**config.mk**
```make
export PLATFORM = sky130hd
export DESIGN_NAME = mem_dump_framer
export DESIGN_NICKNAME = d
export VERILOG_FILES = /design/src/rtl/uart_frame_pkg.sv /design/src/rtl/frame_byte_mux.sv /design/src/rtl/mem_dump_framer.sv
export SDC_FILE = /design/constraint.sdc
export NUM_CORES = 1
export LEC_CHECK = 0
export BUFFER_PORTS_ARGS = -buffer_cell sky130_fd_sc_hd__clkbuf_2
export CORE_AREA = 3 3 65 67
export CTS_CLUSTER_DIAMETER = 50
export DETAILED_ROUTE_END_ITERATION = 12
export DIE_AREA = 0 0 68 70
export PLACE_DENSITY = 0.73
export SYNTH_ARGS = -nofsm -noshare
export SYNTH_HDL_FRONTEND = slang
export SYNTH_SLANG_ARGS = --single-unit
```
**constraint.sdc**
```tcl
create_clock -name clk -period 2.05 [get_ports clk]
set_clock_uncertainty 0.2 [all_clocks]
set_input_delay 0.3075 -clock clk [delete_from_list [all_inputs] [get_ports clk]]
set_output_delay 0.3075 -clock clk [all_outputs]
set_load 0.01 [all_outputs]
```
**src/rtl/uart_frame_pkg.sv**
```systemverilog
// uart_frame_pkg: byte-link framing constants and state encoding shared by the TX dump and RX decoder
package uart_frame_pkg;
  localparam logic [7:0] START_BYTE        = 8'hF5;
  localparam logic [7:0] STOP_BYTE         = 8'hFA;
  localparam logic [7:0] READ_OUT_MEM_BYTE = 8'hF6;
  localparam int ADDR_W_DEF   = 10;
  localparam int DATA_W_DEF   = 12;
  localparam int ADDR_SPLIT_W = 5;
  localparam int DATA_SPLIT_W = 6;
  typedef enum logic [2:0] {IDLE, READ, CAPTURE, SEND, TRAILER, DONE} state_t;
endpackage

```
**src/rtl/frame_byte_mux.sv**
```systemverilog
// frame_byte_mux: picks one byte of a START/addr/word/STOP frame by byte index
module frame_byte_mux
  import uart_frame_pkg::*;
#(
  parameter int ADDR_W = ADDR_W_DEF,
  parameter int DATA_W = DATA_W_DEF
) (
  input  logic [2:0]        idx,
  input  logic [ADDR_W-1:0] addr,
  input  logic [DATA_W-1:0] word,
  output logic [7:0]        tx_data
);
  // payload bytes are zero-extended split fields, so they stay below 0x40 and never alias a marker
  always_comb begin
    case (idx)
      3'd0:    tx_data = START_BYTE;
      3'd1:    tx_data = 8'(addr[ADDR_W-1:ADDR_SPLIT_W]);
      3'd2:    tx_data = 8'(addr[ADDR_SPLIT_W-1:0]);
      3'd3:    tx_data = 8'(word[DATA_W-1:DATA_SPLIT_W]);
      3'd4:    tx_data = 8'(word[DATA_SPLIT_W-1:0]);
      default: tx_data = STOP_BYTE;
    endcase
  end
endmodule

```
**src/rtl/mem_dump_framer.sv**
```systemverilog
// mem_dump_framer: walks memory 0..DEPTH-1 and streams one framed word per address, then a trailer byte
module mem_dump_framer
  import uart_frame_pkg::*;
#(
  parameter int ADDR_W = ADDR_W_DEF,
  parameter int DATA_W = DATA_W_DEF,
  parameter int DEPTH  = 1024
) (
  input  logic              clk,
  input  logic              rst_n,
  input  logic              start,
  output logic              busy,
  output logic              done,
  output logic              mem_rd_en,
  output logic [ADDR_W-1:0] mem_addr,
  input  logic [DATA_W-1:0] mem_rdata,
  output logic [7:0]        tx_data,
  output logic              tx_valid,
  input  logic              tx_ready
);
  localparam logic [ADDR_W-1:0] LAST_ADDR = ADDR_W'(DEPTH - 1);
  state_t            state;
  logic [ADDR_W-1:0] addr;
  logic [DATA_W-1:0] word;
  logic [2:0]        idx;
  logic [7:0]        frame_byte;

  frame_byte_mux #(.ADDR_W(ADDR_W), .DATA_W(DATA_W)) u_mux (
    .idx     (idx),
    .addr    (addr),
    .word    (word),
    .tx_data (frame_byte)
  );

  assign mem_addr = addr;
  assign tx_data  = !tx_valid ? 8'h00 : (state == TRAILER) ? READ_OUT_MEM_BYTE : frame_byte;

  // dump sequencer; strobes are registered and set on the transition into the state that owns them
  always_ff @(posedge clk or negedge rst_n) begin
    if (!rst_n) begin
      state     <= IDLE;
      addr      <= '0;
      word      <= '0;
      idx       <= '0;
      busy      <= 1'b0;
      done      <= 1'b0;
      mem_rd_en <= 1'b0;
      tx_valid  <= 1'b0;
    end else begin
      done      <= 1'b0;
      mem_rd_en <= 1'b0;
      case (state)
        IDLE: if (start) begin
          addr      <= '0;
          busy      <= 1'b1;
          mem_rd_en <= 1'b1;
          state     <= READ;
        end
        READ: state <= CAPTURE;
        CAPTURE: begin
          word     <= mem_rdata;
          idx      <= '0;
          tx_valid <= 1'b1;
          state    <= SEND;
        end
        SEND: if (tx_ready) begin
          if (idx != 3'd5) idx <= idx + 3'd1;
          else if (addr == LAST_ADDR) state <= TRAILER;
          else begin
            addr      <= addr + 1'b1;
            tx_valid  <= 1'b0;
            mem_rd_en <= 1'b1;
            state     <= READ;
          end
        end
        TRAILER: if (tx_ready) begin
          tx_valid <= 1'b0;
          busy     <= 1'b0;
          done     <= 1'b1;
          state    <= DONE;
        end
        DONE:    state <= IDLE;
        default: state <= IDLE;
      endcase
    end
  end
endmodule

```
# Word-level counts from Yosys, hierarchy flattened

Index checks and enable logic that the tools add are counted.

Flip-flop bits (word level): 32
Input bits: 16
Output and inout port bits: 22
Logic and storage cells: 68

Add/subtract/negate cells: 2
Equal/unequal tests: 16
Mux-type cells: 31
Reductions and logical operators: 11

Operator list:

| operator                                                               | count |
|---|---|
| 10-bit two-way mux                                                     | 4 |
| 8-bit case mux with 5 select lines                                     | 1 |
| 3-bit two-way mux                                                      | 7 |
| 10-bit case mux with 2 select lines                                    | 1 |
| 8-bit two-way mux                                                      | 2 |
| 3-bit case mux with 5 select lines                                     | 1 |
| 3-bit by 2-bit equality test with 1-bit output (second input constant) | 4 |
| 2-bit != test (second input constant)                                  | 6 |
| 1-bit two-way mux                                                      | 11 |
| 10-bit by 1-bit adder with 10-bit output (second input constant)       | 1 |
| 10-bit equality test (second input constant)                           | 1 |
| 5-bit AND reduction                                                    | 2 |
| 3-bit by 1-bit equality test with 1-bit output (second input constant) | 2 |
| 3-bit equality test (second input constant)                            | 2 |
| 3-bit zero test                                                        | 2 |
| 3-bit case mux with 2 select lines                                     | 1 |
| 3-bit AND reduction                                                    | 2 |
| 2-bit nonzero test                                                     | 3 |
| 1-bit case mux with 2 select lines                                     | 2 |
| 4-bit AND reduction                                                    | 1 |
| 3-bit by 1-bit adder with 3-bit output (second input constant)         | 1 |
| 3-bit != test (second input constant)                                  | 1 |
| 1-bit case mux with 3 select lines                                     | 1 |
| 3-bit nonzero test                                                     | 1 |

# Longest topological paths before layout

Depth after elaboration: 5
Depth in mapped cells: 8
Depth with buffers taken out: 7

# By module

Synthesis repeated with hierarchy kept, for this count alone.

Cell total of the unflattened synthesis: 192
Area, all modules: 1873.0 µm²

Modules (own cells, without submodules):

| module          | times used | cells each | area an instance (µm²) | sequential area each (µm²) |
|---|---|---|---|---|
| mem_dump_framer | 1          | 155        | 1606.5                 | 800.8 |
| frame_byte_mux  | 1          | 37         | 266.5                  | 0.0 |

# Worst setup path after synthesis

Ideal clock, no wire load.

Path type: register to output
From: reg idx[0]
To: out tx_data[7]
Arrival time: 1600 ps
Required time: 1542 ps
Path slack: -57 ps
Cell stages (with the launch flop): 7
Buffers on the path: 2
Cell sequence: dfrtp_1 > inv_1 > ha_1 > clkbuf_1 > o21bai_1 > a31oi_1 > buf_4

Longest elaborated chain between the ends: 4
Elaborated cells on any way between the ends: 8
Those cells by class: 4 x eq/ne; 3 x mux; 1 x reduce/logical

RTL lines:

| item                                              | RTL line              | text |
|---|---|---|
| start, declared                                   | mem_dump_framer.sv:25 | `logic [2:0] idx;` |
| start signal, assigned                            | mem_dump_framer.sv:67 | `if (idx != 3'd5) idx <= idx + 3'd1;` |
| 3-bit equality test, or another cell as far along | frame_byte_mux.sv:15  | `case (idx)` |
| 8-bit case mux with 5 select lines (*)            | frame_byte_mux.sv:15  |  |
| 8-bit two-way mux (*) (2 in series)               | mem_dump_framer.sv:36 | `assign tx_data = !tx_valid ? 8'h00 : (state == TRAILER) ? READ_OUT_MEM_BYTE : frame_byte;` |
| end, declared                                     | mem_dump_framer.sv:17 | `output logic [7:0] tx_data,` |

Every way passes the cells marked *; elsewhere a longest branch is shown, timed or not.

# Worst setup path after layout

From: reg idx[1]
To: out tx_data[2]

Same word-level chain as after synthesis.

==> reports/results.ini <==
[floorplan]
core_mm2=0.00369
pin_count=38
dieArea_mm2=0.00476
fp.dieW_um=68
die_h_um=70
rows=22
initial_utilization_pct=47.9

[setup_path]
critPathArrivalTime_ns=1.91
cp.required_ns=1.54
reg2reg_slack_ns=0.01
endpoint_kind=output pin
cp_max_fo=5
reg2reg_from=idx[1]
r2r_end=mem_addr[3]
worstRegToRegCells=8
cp-start-kind=flip-flop
crit_type=reg -> out

[hold_path]
min-delay-start=mem_rdata[1]
min_path_type=in -> reg
holdPathEnd=word[1]
hold_depth=2

[global_route]
grt_pass1_wl_um=7600
track_usage_pct=21.3
grt_pass1_vias=1558
antenna_found_initial=0
grt_max_degree=33
grt_overflow_total=0

[place]
globalplace.congestion=0.850
dpl.hpwl_um=3360
io_buffer_count=37
placed_cell_area_mm2=0.00220

[logic_synthesis]
ys_seq_area_share_pct=45.3
synth_ff_type=dfrtp_1
synthCells=177
async_flop_share_pct=100
synth_top_area_cell=dfrtp_1
synth_nets=199
ys_seq_elements=32
avgSynthCellArea_um2=9.99
yosysUniqueCellTypes=46
ys_warn_count=0
synth_area_mm2=0.00177
synth_top_area_share_pct=45.3
synth_area_leaders=dfrtp_1 (45%), mux2_2 (8.3%), ha_1 (4.2%)
synth-edff-count=0

[final_layout]
layout-drive-gt1-share_pct=48.0
final_area_mm2=0.00249
fillers=273
diodes=0
final_core_util_pct=67.6
multi_input_area_mm2=0.00106
nets=271
ff_latch_area_um2=803
area_growth_pct=41.0

[run]
cap_violations=0

[cts]
cts_max_level=2
clock_sinks=32
clk-insertion-delay-late_ns=0.29
clockBufferDepth=2
path_clk_slew_ns=0.06
clockRootBuffer=clkbuf_8
numCtsBuffers=5
cts_tree=done

[timing]
worst_pin_slew_ns=0.409
post-route-period-util_pct=118
finalSetupTns_ns=-2.34
hold_viol=0
slew_violations=0
relSlewSlack_pct=72.7
rsz0062_at_grt=true
period_needed_ns=2.42
setup_viol=8
fmax_ghz=0.414
finalWorstSetupSlack_ns=-0.368

[drt]
drtIter0Drc=262
drc=0
drtPass1Iterations=4
wl_per_cell_um=16.9
num_vias=1730
viasPerCell=5.81
final_antenna_net_count=0
wirelength_um=5030

[run_status]
outcome=finished, violations left
violations=negative setup slack

[power_and_ir_drop]
switching_power_mw=1.39
clkPwrFrac_pct=14.6
irDropWorstVdd_mv=0.881
power_frac_seq_pct=30.7
leakagePower_nw=1.16
comb_power_share_pct=54.7
pwr_density_cell_mw_per_mm2=1380
p_int_mw=2.05
swShare_pct=40.5

sequential cells by signal, summed over array words and instances, names as in the netlist:
name and flops:
mem_rd_en 1, word 12, done 1, idx 3, busy 1, state 3, mem_addr 10, tx_valid 1
worst max-delay path, cell delays in order, from the launching register on:
cell and delay (ns):
dfrtp_2 0.46, buf_4 0.16, ha_4 0.17, ha_4 0.17
a22oi_1 0.19, o21ai_1 0.10, nand2_1 0.09, a21oi_1 0.10
clkbuf_2 0.17
routing by layer:
| layer | vias up | part of all wire (%) | global-route usage, % |
|---|---|---|---|
| met2 | 64 | 48 | 32.0 |
| met4 | 0 | 1.8 | 7.73 |
| met3 | 11 | 5.1 | 4.98 |
| li1 | 809 | - | - |
| met1 | 846 | 45 | 29.5 |
| met5 | - | 0 | 0 |
logic make-up after synthesis:
family,after synthesis,synth area share (%)
and+or+nand+nor,61,17.4
AOI/OAI and AO/OA,49,20.7
DFF,32,45.3
buffers and inverters,15,3.54
muxes,13,8.28
adders and majority gates,6,4.25
xor gates and xnor gates,1,0.495
timing repair:
item / 4_1_cts / 5_1_grt
endpoints found under the hold margin: 32 / 0
gates resized for setup: 19 / 16
buffers inserted: 2 / 5
pin swaps: 3 / 16
endpoints found under the setup margin: 11 / 16
hold buffers: 1 / 0
cloned: 0 / 0
per-stage QoR:
step	power, mW	cells	hold WS [ns]	worst slack, ns
finish	3.44	298	0.0521	-0.368
floorplan	1.90	177	-0.188	0.0322
global route	3.64	298	0.0437	-0.396
global placement	2.50	283	0.154	-0.0222
CTS	3.20	294	0.0479	-0.256
detailed placement	2.53	283	0.154	-0.0636
layout make-up:
class | instances | area share [%]
flip-flops and latches | 32 | 32.2
well taps | 48 | 2.41
clock buffers | 8 | 3.61
inverters | 9 | 1.56
repair buffers | 71 | 17.8
multi-input cells | 130 | 42.4
cell usage after synthesis, drive strengths merged, types with 2 or more instances:
cell type,instances
a21oi,6
a221o,4
a22o,2
a22oi,5
a31oi,6
and3,3
buf,3
clkbuf,3
dfrtp,32
ha,6
inv,9
mux2,13
nand2,18
nand2b,2
nand3,8
nand3b,2
nor2,14
nor3,7
nor3b,2
o211ai,2
o21ai,8
o22ai,3
or3,2
cell usage in the layout (no fill, tap or decap), types with 3 or more instances in the layout:
cell / netlist / layout
nand3_1: 7 / 6
nand2_1: 18 / 17
clkbuf_8: 0 / 6
clkbuf_2: 0 / 34
nor2_1: 14 / 13
nor3_1: 7 / 6
o21ai_0: 8 / 6
inv_1: 8 / 6
a31oi_1: 6 / 4
o22ai_1: 3 / 3
a221o_2: 3 / 3
ha_4: 0 / 6
buf_2: 2 / 3
a22oi_1: 5 / 5
mux2_2: 13 / 13
buf_4: 1 / 33
a21oi_1: 6 / 6
dfrtp_1: 32 / 30
power by group through the flow:
stage	Sequential, mW	Combinational (mW)	Clock (mW)
2_1_floorplan	1.02	0.886	0
3_3_place_gp	1.00	1.49	0
3_5_place_dp	1.01	1.52	0
4_1_cts	1.02	1.67	0.509
5_1_grt	1.07	2.02	0.547
6_report	1.06	1.88	0.502
worst max path at each step:
stage	from	endpoint
floorplan	idx[1]	tx_data[7]
global placement	idx[1]	tx_data[3]
detailed placement	idx[1]	tx_data[3]
CTS	idx[1]	tx_data[4]
global route	idx[0]	tx_data[1]
finish	idx[1]	tx_data[2]
Power figures use the tool's default switching activity.
